`src/rtl/execute_if.sv`:
```
// Operand/result bundle between the operand-read stage and the execute stage.
// The read stage is the master; the execute stage is the slave.
interface execute_if #(
  parameter int WIDTH = 16
);
  logic             alu_en;
  logic             src_a_en;
  logic [WIDTH-1:0] src_a;
  logic             src_b_en;
  logic [WIDTH-1:0] src_b;
  logic [3:0]       truth_table;
  logic [4:0]       alu_op;
  logic [3:0]       sh_off;
  logic             busy;
  logic             res_valid;
  logic [WIDTH-1:0] result;
  logic             flag_z;
  logic             flag_n;
  logic             flag_c;

  modport master (
    output alu_en, src_a_en, src_a, src_b_en, src_b, truth_table, alu_op, sh_off,
    input  busy, res_valid, result, flag_z, flag_n, flag_c
  );

  modport slave (
    input  alu_en, src_a_en, src_a, src_b_en, src_b, truth_table, alu_op, sh_off,
    output busy, res_valid, result, flag_z, flag_n, flag_c
  );
endinterface

```
`src/rtl/execute.sv`:
```
// ALU/execute stage: single-cycle logic, add/sub and compare; shifts iterate one bit
// per cycle (or finish at once when FAST_SHIFT=1) with busy stalling the read stage.
module execute #(
  parameter int WIDTH      = 16,
  parameter bit FAST_SHIFT = 1'b0
) (
  input logic      cpu_clk,
  input logic      cpu_rst,
  execute_if.slave bus
);
  typedef enum logic {IDLE, SHIFT} state_t;

  state_t           state, state_nxt;
  logic [WIDTH-1:0] work, work_nxt;
  logic [3:0]       cnt, cnt_nxt;
  logic [1:0]       kind, kind_nxt;
  logic             res_valid_q;
  logic [WIDTH-1:0] result_q;
  logic             flag_z_q, flag_n_q, flag_c_q;

  logic [WIDTH-1:0] a_op, b_op, b_eff;
  logic             sub, lt;
  logic [WIDTH:0]   sum, fast, step;
  logic             commit, commit_c;
  logic [WIDTH-1:0] commit_res;
  logic             unused_op_bit;

  // Returns {bit shifted out (ROL: bit rotated in), shifted word} for one step.
  function automatic logic [WIDTH:0] shift_step(input logic [WIDTH-1:0] w,
                                                input logic [1:0]       k);
    case (k)
      2'b00:   return {w[WIDTH-1], w[WIDTH-2:0], 1'b0};
      2'b01:   return {w[0], 1'b0, w[WIDTH-1:1]};
      2'b10:   return {w[0], w[WIDTH-1], w[WIDTH-1:1]};
      default: return {w[WIDTH-1], w[WIDTH-2:0], w[WIDTH-1]};
    endcase
  endfunction

  assign a_op          = bus.src_a_en ? bus.src_a : '0;
  assign b_op          = bus.src_b_en ? bus.src_b : '0;
  assign sub           = bus.alu_op[0];
  assign b_eff         = sub ? ~b_op : b_op;
  assign sum           = {1'b0, a_op} + {1'b0, b_eff} + {{WIDTH{1'b0}}, sub};
  assign lt            = bus.alu_op[0] ? (a_op < b_op) : ($signed(a_op) < $signed(b_op));
  assign unused_op_bit = bus.alu_op[2];

  // Unrolled barrel shift: sh_off iterations of the same single-bit step.
  always_comb begin
    fast = {1'b0, a_op};
    for (int i = 1; i < 16; i++) begin
      if (i <= int'(bus.sh_off)) fast = shift_step(fast[WIDTH-1:0], bus.alu_op[1:0]);
    end
  end

  // NOTE: every variable gets a default before the case so no path infers a latch.
  always_comb begin
    state_nxt  = state;
    work_nxt   = work;
    cnt_nxt    = cnt;
    kind_nxt   = kind;
    commit     = 1'b0;
    commit_res = '0;
    commit_c   = 1'b0;
    step       = '0;
    case (state)
      IDLE: begin
        if (bus.alu_en) begin
          case (bus.alu_op[4:3])
            2'b00: begin
              commit = 1'b1;
              for (int i = 0; i < WIDTH; i++) commit_res[i] = bus.truth_table[{a_op[i], b_op[i]}];
            end
            2'b01: begin
              commit                 = 1'b1;
              {commit_c, commit_res} = sum;
            end
            2'b10: begin
              if (FAST_SHIFT || bus.sh_off == 4'd0) begin
                commit                 = 1'b1;
                {commit_c, commit_res} = fast;
              end else begin
                // The first step happens in the accept cycle, so a shift by k ends k cycles later.
                step = shift_step(a_op, bus.alu_op[1:0]);
                if (bus.sh_off == 4'd1) begin
                  commit                 = 1'b1;
                  {commit_c, commit_res} = step;
                end else begin
                  state_nxt = SHIFT;
                  work_nxt  = step[WIDTH-1:0];
                  cnt_nxt   = bus.sh_off - 4'd1;
                  kind_nxt  = bus.alu_op[1:0];
                end
              end
            end
            default: begin
              commit     = 1'b1;
              commit_res = {{(WIDTH-1){1'b0}}, lt};
              commit_c   = ~lt;
            end
          endcase
        end
      end
      SHIFT: begin
        step     = shift_step(work, kind);
        work_nxt = step[WIDTH-1:0];
        cnt_nxt  = cnt - 4'd1;
        if (cnt == 4'd1) begin
          commit                 = 1'b1;
          {commit_c, commit_res} = step;
          state_nxt              = IDLE;
        end
      end
      default: state_nxt = IDLE;
    endcase
  end

  // NOTE: sequential state uses non-blocking assignments so all registers update together.
  always_ff @(posedge cpu_clk or negedge cpu_rst) begin
    if (!cpu_rst) begin
      state       <= IDLE;
      work        <= '0;
      cnt         <= '0;
      kind        <= '0;
      res_valid_q <= 1'b0;
      result_q    <= '0;
      flag_z_q    <= 1'b0;
      flag_n_q    <= 1'b0;
      flag_c_q    <= 1'b0;
    end else begin
      state       <= state_nxt;
      work        <= work_nxt;
      cnt         <= cnt_nxt;
      kind        <= kind_nxt;
      res_valid_q <= commit;
      if (commit) begin
        result_q <= commit_res;
        flag_z_q <= (commit_res == '0);
        flag_n_q <= commit_res[WIDTH-1];
        flag_c_q <= commit_c;
      end
    end
  end

  assign bus.busy      = (state == SHIFT);
  assign bus.res_valid = res_valid_q;
  assign bus.result    = result_q;
  assign bus.flag_z    = flag_z_q;
  assign bus.flag_n    = flag_n_q;
  assign bus.flag_c    = flag_c_q;
endmodule

```
`src/flat_wrapper.sv`:
```
// flat-port wrapper written by rule: the top's interface ports become plain ports
module execute_flat 
#(
  parameter int WIDTH      = 16,
  parameter bit FAST_SHIFT = 1'b0
)
  (cpu_clk, cpu_rst, bus_alu_en, bus_src_a_en, bus_src_a, bus_src_b_en, bus_src_b, bus_truth_table, bus_alu_op, bus_sh_off, bus_busy, bus_res_valid, bus_result, bus_flag_z, bus_flag_n, bus_flag_c);
  execute_if #(.WIDTH(WIDTH)) bus_i ();
  input logic cpu_clk;
  input logic cpu_rst;
  input wire logic [$bits(bus_i.alu_en)-1:0] bus_alu_en;
  input wire logic [$bits(bus_i.src_a_en)-1:0] bus_src_a_en;
  input wire logic [$bits(bus_i.src_a)-1:0] bus_src_a;
  input wire logic [$bits(bus_i.src_b_en)-1:0] bus_src_b_en;
  input wire logic [$bits(bus_i.src_b)-1:0] bus_src_b;
  input wire logic [$bits(bus_i.truth_table)-1:0] bus_truth_table;
  input wire logic [$bits(bus_i.alu_op)-1:0] bus_alu_op;
  input wire logic [$bits(bus_i.sh_off)-1:0] bus_sh_off;
  output wire logic [$bits(bus_i.busy)-1:0] bus_busy;
  output wire logic [$bits(bus_i.res_valid)-1:0] bus_res_valid;
  output wire logic [$bits(bus_i.result)-1:0] bus_result;
  output wire logic [$bits(bus_i.flag_z)-1:0] bus_flag_z;
  output wire logic [$bits(bus_i.flag_n)-1:0] bus_flag_n;
  output wire logic [$bits(bus_i.flag_c)-1:0] bus_flag_c;
  assign bus_i.alu_en = bus_alu_en;
  assign bus_i.src_a_en = bus_src_a_en;
  assign bus_i.src_a = bus_src_a;
  assign bus_i.src_b_en = bus_src_b_en;
  assign bus_i.src_b = bus_src_b;
  assign bus_i.truth_table = bus_truth_table;
  assign bus_i.alu_op = bus_alu_op;
  assign bus_i.sh_off = bus_sh_off;
  assign bus_busy = bus_i.busy;
  assign bus_res_valid = bus_i.res_valid;
  assign bus_result = bus_i.result;
  assign bus_flag_z = bus_i.flag_z;
  assign bus_flag_n = bus_i.flag_n;
  assign bus_flag_c = bus_i.flag_c;
  execute #(.WIDTH(WIDTH), .FAST_SHIFT(FAST_SHIFT)) u_core (.cpu_clk(cpu_clk), .cpu_rst(cpu_rst), .bus(bus_i));
endmodule
```
`config.mk`:
```
export PLATFORM = sky130hd
export DESIGN_NAME = execute_flat
export DESIGN_NICKNAME = d
export VERILOG_FILES = /design/src/rtl/execute_if.sv /design/src/rtl/execute.sv /design/src/flat_wrapper.sv
export SDC_FILE = /design/constraint.sdc
export NUM_CORES = 1
export LEC_CHECK = 0
export ABC_AREA = 1
export BUFFER_PORTS_ARGS = -buffer_cell sky130_fd_sc_hd__buf_2
export CORE_MARGIN = 3
export CORE_UTILIZATION = 30
export DETAILED_ROUTE_END_ITERATION = 10
export GPL_TIMING_DRIVEN = 0
export PLACE_DENSITY_LB_ADDON = 0.2
export SYNTH_ARGS = -nofsm -noshare
export SYNTH_HDL_FRONTEND = slang
export SYNTH_SLANG_ARGS = --single-unit
```
`constraint.sdc`:
```
create_clock -name cpu_clk -period 2.3 [get_ports cpu_clk]
set_input_delay 0.345 -clock cpu_clk [delete_from_list [all_inputs] [get_ports cpu_clk]]
set_output_delay 0.345 -clock cpu_clk [all_outputs]
set_load 0.005 [all_outputs]
```
==> reports/results.tsv <==
metric	value	unit
max_freq	216	MHz
cts_tree	done	
place_inst	2346	
final_cell_mix	nand2_1 (550), nand2_2 (207), nand3_1 (142), nand3_2 (133), inv_1 (113)	
portBuffers	62	
cts.clk_slew.worst_paths	0.06	ns
grt_pass1_wl	65100	um
critPathSlowestCell	nand2_1	
grt_max_degree	43	
area_growth	39.6	%
clock-sinks	42	
die_x	187	um
ys_types	53	
die_y	187	um
dr_total_vias	13000	
via_per_inst	5.41	
critPathMaxFanout	10	
drive_gt1_share	34.7	%
cts_buffer_depth	2	
critPathMaxStageDelay	0.31	ns
syn_area	9790	sq um
ys_top_cells_by_area	nand2_1 (30%), nand3_1 (14%), dfrtp_1 (11%)	
yosysWarnings	0	
slew_headroom	36.1	%
place_area	10900	sq um
num-nets-final	2061	
hpwl	31900	um
synth_flop_cell	dfrtp_1	
maxSlewViolCount	0	
antenna_cells	0	
ir_drop	0.383	mV
synthDominantCellAreaShare	29.7	%
cp-start-kind	primary input	
clk_latency	0.28	ns
final_common_cell	nand2_1	
first_pass_iters	5	
syn-num-nets	1933	
violations	negative setup slack	
r2r_start	u_core.cnt[1]$_DFFE_PN0P_	
setup_slack	-2.33	ns
required	2.52	ns
core	31900	sq um
fin_cells	2412	
seq_area_frac_synth	10.7	%
io-pin-count	71	
rows	65	
start_util	30.7	%
crit_start	bus_src_a_en	
design_area	13700	sq um
grt_util_all_layers	22.4	%
antenna_found_initial	0	
synth.avg_cell_area	5.30	sq um
clock-skew-final	0.00418	ns
routed_wl	41500	um
r2r_cells	14	
cts-buffers-inserted	5	
status	finished, violations left	
hp-class	primary input to async pin	
grt_pass1_vias	12500	
cp_common_cell	nand2_1	
final_hold_viol_count	0	
maxCapViolCount	0	
power.density	561	nW/um^2
synth_cells	1849	
endpoint	u_core.bus.flag_z$_DFFE_PN0P_	
critPathKind	primary input to register	
min_period_over_period	201	%
tightest_slew	0.959	ns
post_drt_wl_per_cell	17.2	um
drt_iter0_drc	964	
ant_nets	0	
min_period	4.63	ns
r2r-end	u_core.bus.flag_z$_DFFE_PN0P_	
drcViolationCount	0	
die_area	34900	sq um
rsz0062_at_grt	yes	
nFillCells	3485	
synth_top_area_cell	nand2_1	
synth-edff-count	0	
ys_seq_elements	42	
ys_async_sr_fraction	100	%
gr-total-overflow	0	
setup_viol	41	
cts_htree_levels	2	
ctsRootBufferMaster	clkbuf_16	
end_kind	register	
globalplace.congestion	0.929	
arrival	4.85	ns
rrSetupSlack	-0.16	ns
p_leak	7.15	nW
## layer usage
metal	track usage [%]	part of all wire (%)	vias up
met5	0	0	-
met1	31.6	46	6239
met3	1.80	4.4	54
met4	3.84	1.7	0
li1	-	-	6413
met2	37.8	48	336
## cells in the mapped netlist, types with 11 or more instances
cell and count:
nand2_2 18, nor2_1 94, o21ai_1 26, a21oi_1 90
nand3_2 43, a31oi_1 11, ha_1 33, nand4_1 30
dfrtp_1 42, o21ai_0 85, clkbuf_1 37, o211ai_1 19
buf_2 33, nand3_1 279, xor2_1 18, nand2_1 775
inv_1 120
## per-stage QoR
stage	power, W	util, %	setup WS, ns	hold slack (ns)	setup TNS [ns]
after floorplan	0.00455	-	-1.59	0.0494	-24.04
after global placement	0.00585	34.3	-3.04	0.456	-55.47
after detailed placement	0.00588	34.3	-3.02	0.460	-55.02
after CTS	0.00714	39.0	-2.23	0.256	-36.93
after global routing	0.00836	42.9	-2.63	0.298	-52.48
final	0.00767	42.9	-2.33	0.219	-40.62
## worst min-delay path by stage
stage	cells after the start	end
finish	1	u_core.bus.flag_z$_DFFE_PN0P_
global route	1	u_core.bus.flag_z$_DFFE_PN0P_
CTS	1	u_core.bus.result[14]$_DFFE_PN0P_
detailed placement	2	u_core.bus.result[3]$_DFFE_PN0P_
global placement	2	u_core.bus.flag_z$_DFFE_PN0P_
floorplan	0	u_core.bus.busy$_DFF_PN0_
## power by group
group	internal [W]	total [W]	switching, W
Combinational	0.00198	0.00557	0.00359
Sequential	0.00110	0.00130	0.000200
Clock	0.000535	0.000808	0.000272
## final cells by class
class                      count  area [sq um]  area share [%]
multi-input combinational   1588          9850            72.1
sequential                    42          1050            7.69
timing repair buffer         120           920            6.73
buffer                        89           598            4.38
tap                          435           544            3.98
inverter                     130           526            3.84
clock buffer                   6           139            1.02
clock inverter                 1          30.0           0.220
timing repair inverter         1          8.76          0.0641
## state kept, by name, summed over array words and instances, names as in the netlist
name	cells
u_core.bus.flag_n	1
u_core.bus.res_valid	1
u_core.bus.result	15
u_core.bus.flag_c	1
u_core.cnt	4
u_core.bus.flag_z	1
u_core.work	16
u_core.kind	2
u_core.bus.busy	1
## worst max-delay path, delay by kind of cell
family | cells | cell delay (ns)
and+or+nand+nor | 41 | 4.07
buffers and inverters | 3 | 0.43
## kinds of logic (layout without fill, tap and decap cells)
group           after synthesis  count (layout)  share of synthesized area, %
simple gates               1261            1262                          57.3
compound gates              273             273                          16.0
buf+inv                     220             347                          9.90
flops                        42              42                          10.7
fa+ha+maj                    34              34                          4.42
xor+xnor                     19              19                          1.70
## timing repair
action,4_1_cts,5_1_grt
endpoints found under the setup margin,38,42
hold endpoints to repair,0,0
gates cloned,6,2
pin swaps,84,133
gates resized for setup,249,267
buffers inserted,34,18
hold buffers,0,0
Power figures use the tool's default switching activity.
